### src/rtl/aurora_hls_pkg.sv
// Shared definitions for the Aurora HLS statistics block.
// Holds the default counter width, the healthy status value, the control
// FSM encoding and the index map of the live counter bank.
package aurora_hls_pkg;

    localparam int unsigned AURORA_CNT_WIDTH_DEFAULT = 32;
    localparam logic [12:0] AURORA_STATUS_OK_DEFAULT = 13'h11ff;

    // Control FSM encoding
    localparam logic [1:0] ST_IDLE      = 2'd0;
    localparam logic [1:0] ST_SNAP_WAIT = 2'd1;
    localparam logic [1:0] ST_CLEAR     = 2'd2;

    // Position of each counter in the live/shadow banks; FIFO channels follow
    // from IDX_FIFO_BASE upward.
    localparam int unsigned IDX_NOT_OK    = 0;
    localparam int unsigned IDX_LINK_DROP = 1;
    localparam int unsigned IDX_TX_WORD   = 2;
    localparam int unsigned IDX_TX_BYTE   = 3;
    localparam int unsigned IDX_TX_FRAME  = 4;
    localparam int unsigned IDX_RX_WORD   = 5;
    localparam int unsigned IDX_RX_BYTE   = 6;
    localparam int unsigned IDX_RX_FRAME  = 7;
    localparam int unsigned IDX_FIFO_BASE = 8;

endpackage

### src/rtl/aurora_hls_sat_counter.sv
// Saturating accumulator used for every statistics counter.
// Ports:
//   clk, rst_n     - clock, asynchronous active-low reset
//   clear_i        - synchronous clear (wins over enable)
//   en_i           - add inc_i this cycle
//   inc_i          - increment value
//   count_next_o   - value the counter takes at the next clock edge; the
//                    owner samples it to capture events still in flight
module aurora_hls_sat_counter #(
    parameter int unsigned WIDTH     = 32,
    parameter int unsigned INC_WIDTH = 1
) (
    input  logic                 clk,
    input  logic                 rst_n,
    input  logic                 clear_i,
    input  logic                 en_i,
    input  logic [INC_WIDTH-1:0] inc_i,
    output logic [WIDTH-1:0]     count_next_o
);

    localparam int unsigned SUM_W = WIDTH + 1;

    logic [WIDTH-1:0] count_q;
    logic [WIDTH-1:0] count_d;
    logic [SUM_W-1:0] sum;

    // Add with one guard bit, then clamp: an overflowing add yields all-ones.
    always_comb begin
        sum     = {1'b0, count_q} + SUM_W'(inc_i);
        count_d = count_q;
        if (clear_i) begin
            count_d = '0;
        end else if (en_i) begin
            count_d = sum[WIDTH] ? '1 : sum[WIDTH-1:0];
        end
    end

    always_ff @(posedge clk or negedge rst_n) begin
        if (!rst_n) begin
            count_q <= '0;
        end else begin
            count_q <= count_d;
        end
    end

    assign count_next_o = count_d;

endmodule

### src/rtl/aurora_hls_stats.sv
// Aurora link / AXI-Stream statistics collector.
// Counts status faults, link drops, FIFO almost-full episodes and TX/RX
// words, bytes and frames in saturating live counters, and publishes them
// through shadow registers loaded by a snapshot command.
// Ports:
//   clk, rst_n                     - clock, asynchronous active-low reset
//   aurora_status                  - Aurora core status vector
//   fifo_almost_full               - per-FIFO almost-full flags
//   tx_tvalid/tready/tlast/tkeep   - TX stream handshake and byte enables
//   rx_tvalid/tlast/tkeep          - RX stream (no backpressure)
//   clear, snapshot                - single-cycle command pulses
//   status_ok                      - registered "status is healthy" flag
//   snap_valid                     - shadows hold a snapshot
//   *_count, fifo_full_count       - shadow counter outputs
module aurora_hls_stats
    import aurora_hls_pkg::*;
#(
    parameter int unsigned DATA_WIDTH = 512,
    parameter int unsigned NUM_FIFOS  = 2,
    parameter int unsigned CNT_WIDTH  = AURORA_CNT_WIDTH_DEFAULT,
    parameter logic [12:0] STATUS_OK  = AURORA_STATUS_OK_DEFAULT
) (
    input  logic                           clk,
    input  logic                           rst_n,
    input  logic [12:0]                    aurora_status,
    input  logic [NUM_FIFOS-1:0]           fifo_almost_full,
    input  logic                           tx_tvalid,
    input  logic                           tx_tready,
    input  logic                           tx_tlast,
    input  logic [DATA_WIDTH/8-1:0]        tx_tkeep,
    input  logic                           rx_tvalid,
    input  logic                           rx_tlast,
    input  logic [DATA_WIDTH/8-1:0]        rx_tkeep,
    input  logic                           clear,
    input  logic                           snapshot,
    output logic                           status_ok,
    output logic                           snap_valid,
    output logic [CNT_WIDTH-1:0]           status_not_ok_count,
    output logic [CNT_WIDTH-1:0]           link_drop_count,
    output logic [CNT_WIDTH-1:0]           tx_word_count,
    output logic [CNT_WIDTH-1:0]           tx_byte_count,
    output logic [CNT_WIDTH-1:0]           tx_frame_count,
    output logic [CNT_WIDTH-1:0]           rx_word_count,
    output logic [CNT_WIDTH-1:0]           rx_byte_count,
    output logic [CNT_WIDTH-1:0]           rx_frame_count,
    output logic [NUM_FIFOS*CNT_WIDTH-1:0] fifo_full_count
);

    localparam int unsigned KEEP_W  = DATA_WIDTH / 8;
    localparam int unsigned POP_W   = $clog2(KEEP_W + 1);
    localparam int unsigned NUM_CNT = IDX_FIFO_BASE + NUM_FIFOS;

    logic [1:0]           state_q, state_d;
    logic                 clr_pend_q, clr_pend_d;
    logic                 status_ok_q, status_ok_d;
    logic [NUM_FIFOS-1:0] fifo_prev_q;
    logic [NUM_CNT-1:0]   ev_q, ev_d;
    logic [POP_W-1:0]     tx_pop_q, tx_pop_d;
    logic [POP_W-1:0]     rx_pop_q, rx_pop_d;
    logic                 tx_beat, rx_beat;
    logic                 in_clear;
    logic                 snap_valid_q;
    logic [POP_W-1:0]     cnt_inc  [NUM_CNT];
    logic [CNT_WIDTH-1:0] cnt_next [NUM_CNT];
    logic [CNT_WIDTH-1:0] shadow_q [NUM_CNT];

    assign in_clear    = (state_q == ST_CLEAR);
    assign status_ok_d = (aurora_status == STATUS_OK);
    assign tx_beat     = tx_tvalid && tx_tready;
    assign rx_beat     = rx_tvalid;

    // Control FSM. A clear arriving together with a snapshot is remembered
    // and executed right after SNAP_WAIT; all other commands outside IDLE
    // are dropped.
    always_comb begin
        state_d    = state_q;
        clr_pend_d = clr_pend_q;
        case (state_q)
            ST_IDLE: begin
                if (snapshot) begin
                    state_d    = ST_SNAP_WAIT;
                    clr_pend_d = clear;
                end else if (clear) begin
                    state_d = ST_CLEAR;
                end
            end
            ST_SNAP_WAIT: begin
                state_d    = clr_pend_q ? ST_CLEAR : ST_IDLE;
                clr_pend_d = 1'b0;
            end
            ST_CLEAR: state_d = ST_IDLE;
            default:  state_d = ST_IDLE;
        endcase
    end

    // Event capture stage: one registered event flag per counter plus the
    // byte popcounts. Events seen during CLEAR are discarded here.
    always_comb begin
        tx_pop_d = '0;
        rx_pop_d = '0;
        for (int unsigned b = 0; b < KEEP_W; b++) begin
            tx_pop_d = tx_pop_d + POP_W'(tx_tkeep[b]);
            rx_pop_d = rx_pop_d + POP_W'(rx_tkeep[b]);
        end
        if (!tx_beat) tx_pop_d = '0;
        if (!rx_beat) rx_pop_d = '0;

        ev_d                = '0;
        ev_d[IDX_NOT_OK]    = !status_ok_d;
        ev_d[IDX_LINK_DROP] = status_ok_q && !status_ok_d;
        ev_d[IDX_TX_WORD]   = tx_beat;
        ev_d[IDX_TX_BYTE]   = tx_beat;
        ev_d[IDX_TX_FRAME]  = tx_beat && tx_tlast;
        ev_d[IDX_RX_WORD]   = rx_beat;
        ev_d[IDX_RX_BYTE]   = rx_beat;
        ev_d[IDX_RX_FRAME]  = rx_beat && rx_tlast;
        for (int unsigned i = 0; i < NUM_FIFOS; i++) begin
            ev_d[IDX_FIFO_BASE + i] = fifo_almost_full[i] && !fifo_prev_q[i];
        end

        if (in_clear) begin
            ev_d     = '0;
            tx_pop_d = '0;
            rx_pop_d = '0;
        end
    end

    always_ff @(posedge clk or negedge rst_n) begin
        if (!rst_n) begin
            state_q     <= ST_IDLE;
            clr_pend_q  <= 1'b0;
            status_ok_q <= 1'b0;
            fifo_prev_q <= '1;
            ev_q        <= '0;
            tx_pop_q    <= '0;
            rx_pop_q    <= '0;
        end else begin
            state_q     <= state_d;
            clr_pend_q  <= clr_pend_d;
            status_ok_q <= status_ok_d;
            fifo_prev_q <= fifo_almost_full;
            ev_q        <= ev_d;
            tx_pop_q    <= tx_pop_d;
            rx_pop_q    <= rx_pop_d;
        end
    end

    always_comb begin
        for (int unsigned c = 0; c < NUM_CNT; c++) begin
            cnt_inc[c] = POP_W'(1);
        end
        cnt_inc[IDX_TX_BYTE] = tx_pop_q;
        cnt_inc[IDX_RX_BYTE] = rx_pop_q;
    end

    for (genvar c = 0; c < NUM_CNT; c++) begin : g_cnt
        aurora_hls_sat_counter #(
            .WIDTH     (CNT_WIDTH),
            .INC_WIDTH (POP_W)
        ) u_cnt (
            .clk          (clk),
            .rst_n        (rst_n),
            .clear_i      (in_clear),
            .en_i         (ev_q[c]),
            .inc_i        (cnt_inc[c]),
            .count_next_o (cnt_next[c])
        );
    end

    // Shadows sample the counters' next values at the end of SNAP_WAIT, so
    // the events captured in the snapshot cycle itself are included.
    always_ff @(posedge clk or negedge rst_n) begin
        if (!rst_n) begin
            for (int unsigned c = 0; c < NUM_CNT; c++) shadow_q[c] <= '0;
            snap_valid_q <= 1'b0;
        end else if (in_clear) begin
            for (int unsigned c = 0; c < NUM_CNT; c++) shadow_q[c] <= '0;
            snap_valid_q <= 1'b0;
        end else if (state_q == ST_SNAP_WAIT) begin
            for (int unsigned c = 0; c < NUM_CNT; c++) shadow_q[c] <= cnt_next[c];
            snap_valid_q <= 1'b1;
        end
    end

    always_comb begin
        fifo_full_count = '0;
        for (int unsigned i = 0; i < NUM_FIFOS; i++) begin
            fifo_full_count[i*CNT_WIDTH +: CNT_WIDTH] = shadow_q[IDX_FIFO_BASE + i];
        end
    end

    assign status_ok           = status_ok_q;
    assign snap_valid          = snap_valid_q;
    assign status_not_ok_count = shadow_q[IDX_NOT_OK];
    assign link_drop_count     = shadow_q[IDX_LINK_DROP];
    assign tx_word_count       = shadow_q[IDX_TX_WORD];
    assign tx_byte_count       = shadow_q[IDX_TX_BYTE];
    assign tx_frame_count      = shadow_q[IDX_TX_FRAME];
    assign rx_word_count       = shadow_q[IDX_RX_WORD];
    assign rx_byte_count       = shadow_q[IDX_RX_BYTE];
    assign rx_frame_count      = shadow_q[IDX_RX_FRAME];

endmodule

### config.mk
export PLATFORM = sky130hd
export DESIGN_NAME = aurora_hls_stats
export DESIGN_NICKNAME = d
export VERILOG_FILES = /design/src/rtl/aurora_hls_pkg.sv /design/src/rtl/aurora_hls_sat_counter.sv /design/src/rtl/aurora_hls_stats.sv
export SDC_FILE = /design/constraint.sdc
export NUM_CORES = 1
export LEC_CHECK = 0
export CAP_MARGIN = 40
export CORE_UTILIZATION = 45
export DETAILED_ROUTE_END_ITERATION = 8
export GPL_TIMING_DRIVEN = 0
export MAX_ROUTING_LAYER = met4
export PLACE_DENSITY_LB_ADDON = 0.2
export SLEW_MARGIN = 15
export SYNTH_ARGS = -nofsm -noshare
export SYNTH_HDL_FRONTEND = slang
export SYNTH_SLANG_ARGS = --single-unit
export TNS_END_PERCENT = 20
### constraint.sdc
create_clock -name clk -period 6.3 [get_ports clk]
set_clock_uncertainty 0.15 [all_clocks]
set_input_delay 1.26 -clock clk [delete_from_list [all_inputs] [get_ports clk]]
set_output_delay 1.26 -clock clk [all_outputs]
set_load 0.1 [all_outputs]
### Word-level counts from Yosys, hierarchy flattened

Index checks and enable logic that the tools add are counted.

* flip-flop bits (word level): 671
* output and inout port bits: 322

* add/subtract/negate cells: 136
* equality and inequality tests: 5
* multiplexer cells: 45
* reductions and logical operators: 13

Operators by type and width (count)
* 32-bit 2-to-1 mux: 30
* 7-bit by 1-bit adder with 7-bit output: 114
* 320-bit 2-to-1 mux: 2
* 32-bit by 1-bit adder with 33-bit output, second input constant: 8
* 32-bit by 7-bit adder with 33-bit output: 2
* 7-bit 2-to-1 mux: 4
* 6-bit by 1-bit adder with 7-bit output: 2
* 13-bit equality test, second input constant: 1
* 5-bit by 1-bit adder with 6-bit output: 2
* 4-bit by 1-bit adder with 5-bit output: 2
* 10-bit 2-to-1 mux: 1
* 3-bit by 1-bit adder with 4-bit output: 2
* 2-bit by 1-bit adder with 3-bit output: 2
* 1-bit logical AND: 6
* 2-bit 2-to-1 mux: 3
* 1-bit by 1-bit adder with 2-bit output: 2
* 2-bit one-hot mux with 2 select lines: 1
* 2-bit nonzero test: 2
* 1-bit logical NOT: 3
* 1-bit 2-to-1 mux: 3
* 3-bit inequality test, second input constant: 1
* 2-bit by 1-bit equality test with 1-bit output, second input constant: 1
* 2-bit equality test, second input constant: 1
* 2-bit logical NOT: 1
* other kinds (3): 3

### Longest topological paths before layout

* word-level depth: 65
* depth in mapped cells: 21
* depth with buffers taken out: 21

### Modules after synthesis

A second synthesis with hierarchy kept.

* cells, all modules: 3895
* area, all modules: 37455.9 um2

By module, submodules not included
* aurora_hls_sat_counter: times used 10, cells each 207, area each 1930.6 um2, seq. area each 800.8 um2
* aurora_hls_stats: times used 1, cells each 1825, area each 18149.9 um2, seq. area each 8735.9 um2

### Worst setup path before layout

Ideal clock, no wire load.

* path type: input -> register
* from: input tx_tkeep[35]
* to: register tx_pop_q[5]
* library setup time: 0.127 ns
* arrival: 6.649 ns
* required time: 6.023 ns
* slack: -0.625 ns
* stages on the path: 21
* path buffers: 0
* cell sequence: inv_1 -> fa_1 -> inv_1 -> fa_1 -> fa_1 -> inv_1 -> fa_1 -> inv_1 -> fa_1 -> fa_1 -> fa_1 -> inv_1 -> fa_1 -> inv_1 -> ha_1 -> a21o_1 -> a21oi_1 -> o21bai_1 -> a21oi_1 -> xor2_1 -> nor2_1

* longest elaborated chain between the ends: 31

Ends and longest elaborated chain
* start: declaration: RTL line aurora_hls_stats.sv:30 `input logic [DATA_WIDTH/8-1:0] tx_tkeep,`
* 7-bit by 1-bit adder with 7-bit output (29 in series): RTL line aurora_hls_stats.sv:102 `tx_pop_d = tx_pop_d + POP_W'(tx_tkeep[b]);`
* 7-bit 2-to-1 mux: RTL line aurora_hls_stats.sv:105 `if (!tx_beat) tx_pop_d = '0;`
* 7-bit 2-to-1 mux: RTL line aurora_hls_stats.sv:121 `if (in_clear) begin`
* named net tx_pop_d[5]: RTL line aurora_hls_stats.sv:58 `logic [POP_W-1:0] tx_pop_q, tx_pop_d;`
* end signal: assignment: RTL line aurora_hls_stats.sv:143 `tx_pop_q <= tx_pop_d;`
* end: declaration: RTL line aurora_hls_stats.sv:58

The timed path passes the listed nets, and every way through them passes these cells.
A chain may end at the register's enable or synchronous reset.

### Worst setup path after layout

* from: input tx_tkeep[3]
* to: register tx_pop_q[6]

* longest elaborated chain between the ends: 63

Ends and longest elaborated chain (RTL line)
* 3-bit by 1-bit adder with 4-bit output: aurora_hls_stats.sv:102
* 4-bit by 1-bit adder with 5-bit output: aurora_hls_stats.sv:102
* 5-bit by 1-bit adder with 6-bit output: aurora_hls_stats.sv:102
* 6-bit by 1-bit adder with 7-bit output: aurora_hls_stats.sv:102
* 7-bit by 1-bit adder with 7-bit output (57 in series): aurora_hls_stats.sv:102
* 7-bit 2-to-1 mux: aurora_hls_stats.sv:105
* 7-bit 2-to-1 mux: aurora_hls_stats.sv:121
* named net tx_pop_d[6]: aurora_hls_stats.sv:58

The timed path passes the listed nets, and every way through them passes these cells.

==> results.toml <==
[status]
status = "finished, violations left"
violations = "setup timing"

[routing]
wl_per_cell_um = 21.5
routed_wl_mm = 113
postRouteAntennaNets = 0
vias = 29200
drt_iter0_drc = 2128
drc = 0
first_pass_iters = 5
avgViaCountPerCell = 5.55

[logic_synthesis]
synth_simple_gate_area_share_pct = 16.8
post-synth-top-count-cell = "dfrtp_1"
yosysWarnings = 0
syn-num-nets = 3648
synth_top_family_by_area = "simple AND/OR/NAND/NOR gates"
ys_types = 75
syn_area_um2 = 33900
syn_inst = 3331
muxShareOfSynthArea_pct = 2.50
netlist.area_leader.share_pct = 49.2
synth_fa_ha_area_share_pct = 8.52
avgSynthCellArea_um2 = 10.2
synth_top_cell_by_area = "dfrtp_1"
synthTopCellsByCount = "dfrtp_1, nor2_1, inv_1"
synthXorXnorAreaFrac_pct = 5.24
synthTopCellsByArea = "dfrtp_1, fa_1, nor2_1, o2bb2ai_1, xnor2_1"
yosys_register_bits = 669
synth-edff-count = 0
synth_flop_cell = "dfrtp_1"
synth_compound_area_share_pct = 12.7
yosysSeqAreaShare_pct = 49.4
async_flop_share_pct = 100

[timing]
layout_min_cycle_time_ns = 6.33
tightestPinTransition_ns = 0.938
fmax_ghz = 0.158
slew_headroom_pct = 37.5
fin_ws_ns = -0.0335
finalSetupViolations = 4
fin_crit_sh_pct = 101
rsz0062_at_grt = "true"
hold_violations = 0
slew_viol_final = 0

[critical_path]
required_ns = 6.69
critPathKind = "in -> reg"
cp_data_arrival_time_ns = 6.72
slowest_delay_ns = 0.58
cp-start-kind = "input pin"
cp_max_fo = 2
endpoint_kind = "flip-flop"
crit_chain = "dlygate4sd2_1 -> inv_2 -> fa_1 -> fa_1 -> fa_1 -> fa_1 -> fa_1 -> fa_1 -> fa_1 -> fa_1 -> inv_1 -> ha_2 -> inv_2 -> fa_2 -> nor2b_2 -> o21ai_1 -> nand2b_1 -> a21o_1 -> a21oi_2 -> nor2_1"
crit_slowest_cell = "fa_1"
crit_top_cell = "fa_1"

[placed_design]
dp_hpwl_mm = 87.2
finalWeightedCongestion = 0.948
place_ws_ns = -1.06
portBuffers = 473

[global_routing]
grt_pass1_vias = 29900
grt.met2_usage_pct = 51.0
busiest_layer = "met2"
grt_overflow = 0
grtUsageMet3_pct = 4.18
grt_max_degree = 103
grtUsageTotal_pct = 30.5
grt_pass1_wl_mm = 175
grt_use_met1_pct = 38.8
antenna_found_initial = 4

[clock_network]
h-tree-depth = 3
clk_latency_ns = 0.62
cts_root_buffer = "clkbuf_16"
cts_hold_buf = 0
clkSinkCount = 669
tritoncts = "built"
path_clk_slew_ns = 0.06
cts_max_path_buffers = 3
numCtsBuffers = 73

[power]
power_density_nw_per_um2 = 509
totalPowerFinal_mw = 24.9
p_leak_nw = 21.5
peakVddDrop_mv = 0.927

[die]
dieArea_um2 = 76500
die_w_um = 277
core_region_area_um2 = 74400
die_h_um = 277
start_util_pct = 45.6
num_rows = 100
io_pins = 474

[hold_path]
hp-class = "reg -> reg"

[job]
maxCapViolations = 0

[finish]
nets = 4559
syn2layout_area_growth_pct = 44.3
fillers = 5738
layout-drive-gt1-share_pct = 15.4
## flip-flops by register name (all words and copies together), names as in the netlist, 7 cells and up
name and cells:
g_cnt.u_cnt.count_q 320, fifo_full_count 64, link_drop_count 32, ev_q 8, rx_byte_count 32, tx_word_count 32
rx_word_count 32, tx_pop_q 7, rx_frame_count 32, tx_frame_count 32, rx_pop_q 7, tx_byte_count 32
status_not_ok_count 32
## layer usage
layer,wire length [um],part of all wire [%]
met2,56600,50
met1,47500,42
met5,0,0
met3,5740,5.1
met4,3250,2.9
## where the power goes
part / leakage [nW] / switching (mW) / total (mW) / internal, mW
logic: 11.2 / 8.95 / 15.2 / 6.27
registers: 9.11 / 0.385 / 5.23 / 4.85
clock network: 1.20 / 1.77 / 4.46 / 2.69
total: 21.5 / 11.1 / 24.9 / 13.8
## cell usage in the layout (no fill, tap or decap), drive strengths merged, types with 48 or more instances in the layout
master,n
buf,401
nand4,118
dfrtp,667
nand2,156
inv,278
ha,55
and3,65
o21ai,91
xnor2,123
clkbuf,256
o2bb2ai,173
xor2,80
nor3,91
nand3,131
a21oi,160
nor2,419
a31oi,48
fa,110
clkdlybuf4s50,406
## critical path: cells and delay by family
family | cells | cell delay (ns)
adders and majority gates | 10 | 4.47
AOI/OAI and AO/OA | 3 | 0.27
and+or+nand+nor | 3 | 0.35
buffers and inverters | 4 | 0.36
## final timing paths
check,startpoint,endpoint,slack (ns),cells after the start
max,tx_tkeep[3],tx_pop_q[6]$_DFF_PN0_,-0.03,20
min,tx_frame_count[14]$_DFFE_PN0P_,tx_frame_count[14]$_DFFE_PN0P_,0.33,1
max reg2reg,state_q[1]$_DFFE_PN0P_,status_not_ok_count[11]$_DFFE_PN0P_,2.27,8
min reg2reg,tx_frame_count[14]$_DFFE_PN0P_,tx_frame_count[14]$_DFFE_PN0P_,0.33,1
max in group asynchronous,rst_n,g_cnt[4].u_cnt.count_q[14]$_DFF_PN0_,3.98,3
min in group asynchronous,rst_n,status_not_ok_count[26]$_DFFE_PN0P_,0.53,1
## through the flow
step	instance area (um2)	util, %	instances	setup TNS [ns]	hold WS [ns]
after global routing	49000	65.8	5268	-1.21	0.353
after CTS	48900	65.7	5262	-0.398	0.338
after global placement	39900	53.6	4773	-	0.320
after floorplan	33900	-	3331	-2.00	0.326
after detailed placement	46500	62.5	5126	-10.97	0.323
final	49000	65.8	5268	-0.0803	0.332
## area by class of cell
type / count / area (um2) / share of cell area, %
clock buffers: 103 / 2050 / 4.19
diodes: 1 / 2.50 / 0.00511
flip-flops and latches: 669 / 16700 / 34.2
clock inverters: 28 / 413 / 0.843
repair buffers: 836 / 11300 / 23.0
inverters: 278 / 1040 / 2.13
well taps: 969 / 1210 / 2.48
multi-input cells: 2228 / 15600 / 31.9
plain buffers: 156 / 596 / 1.22
## cells by family after synthesis
| family | count (synthesis) |
|---|---|
| buf+inv | 434 |
| simple gates | 1159 |
| compound gates | 622 |
| flops | 669 |
| xor+xnor | 203 |
| fa+ha+maj | 165 |
| mux | 79 |
## what timing repair did
| item | CTS | global route |
|---|---|---|
| pin swaps | 77 | 51 |
| resized for setup | 196 | 24 |
| endpoints found under the setup margin | 11 | 10 |
| buffers inserted | 5 | 4 |
Note: power is estimated with default switching activity, not from simulation.
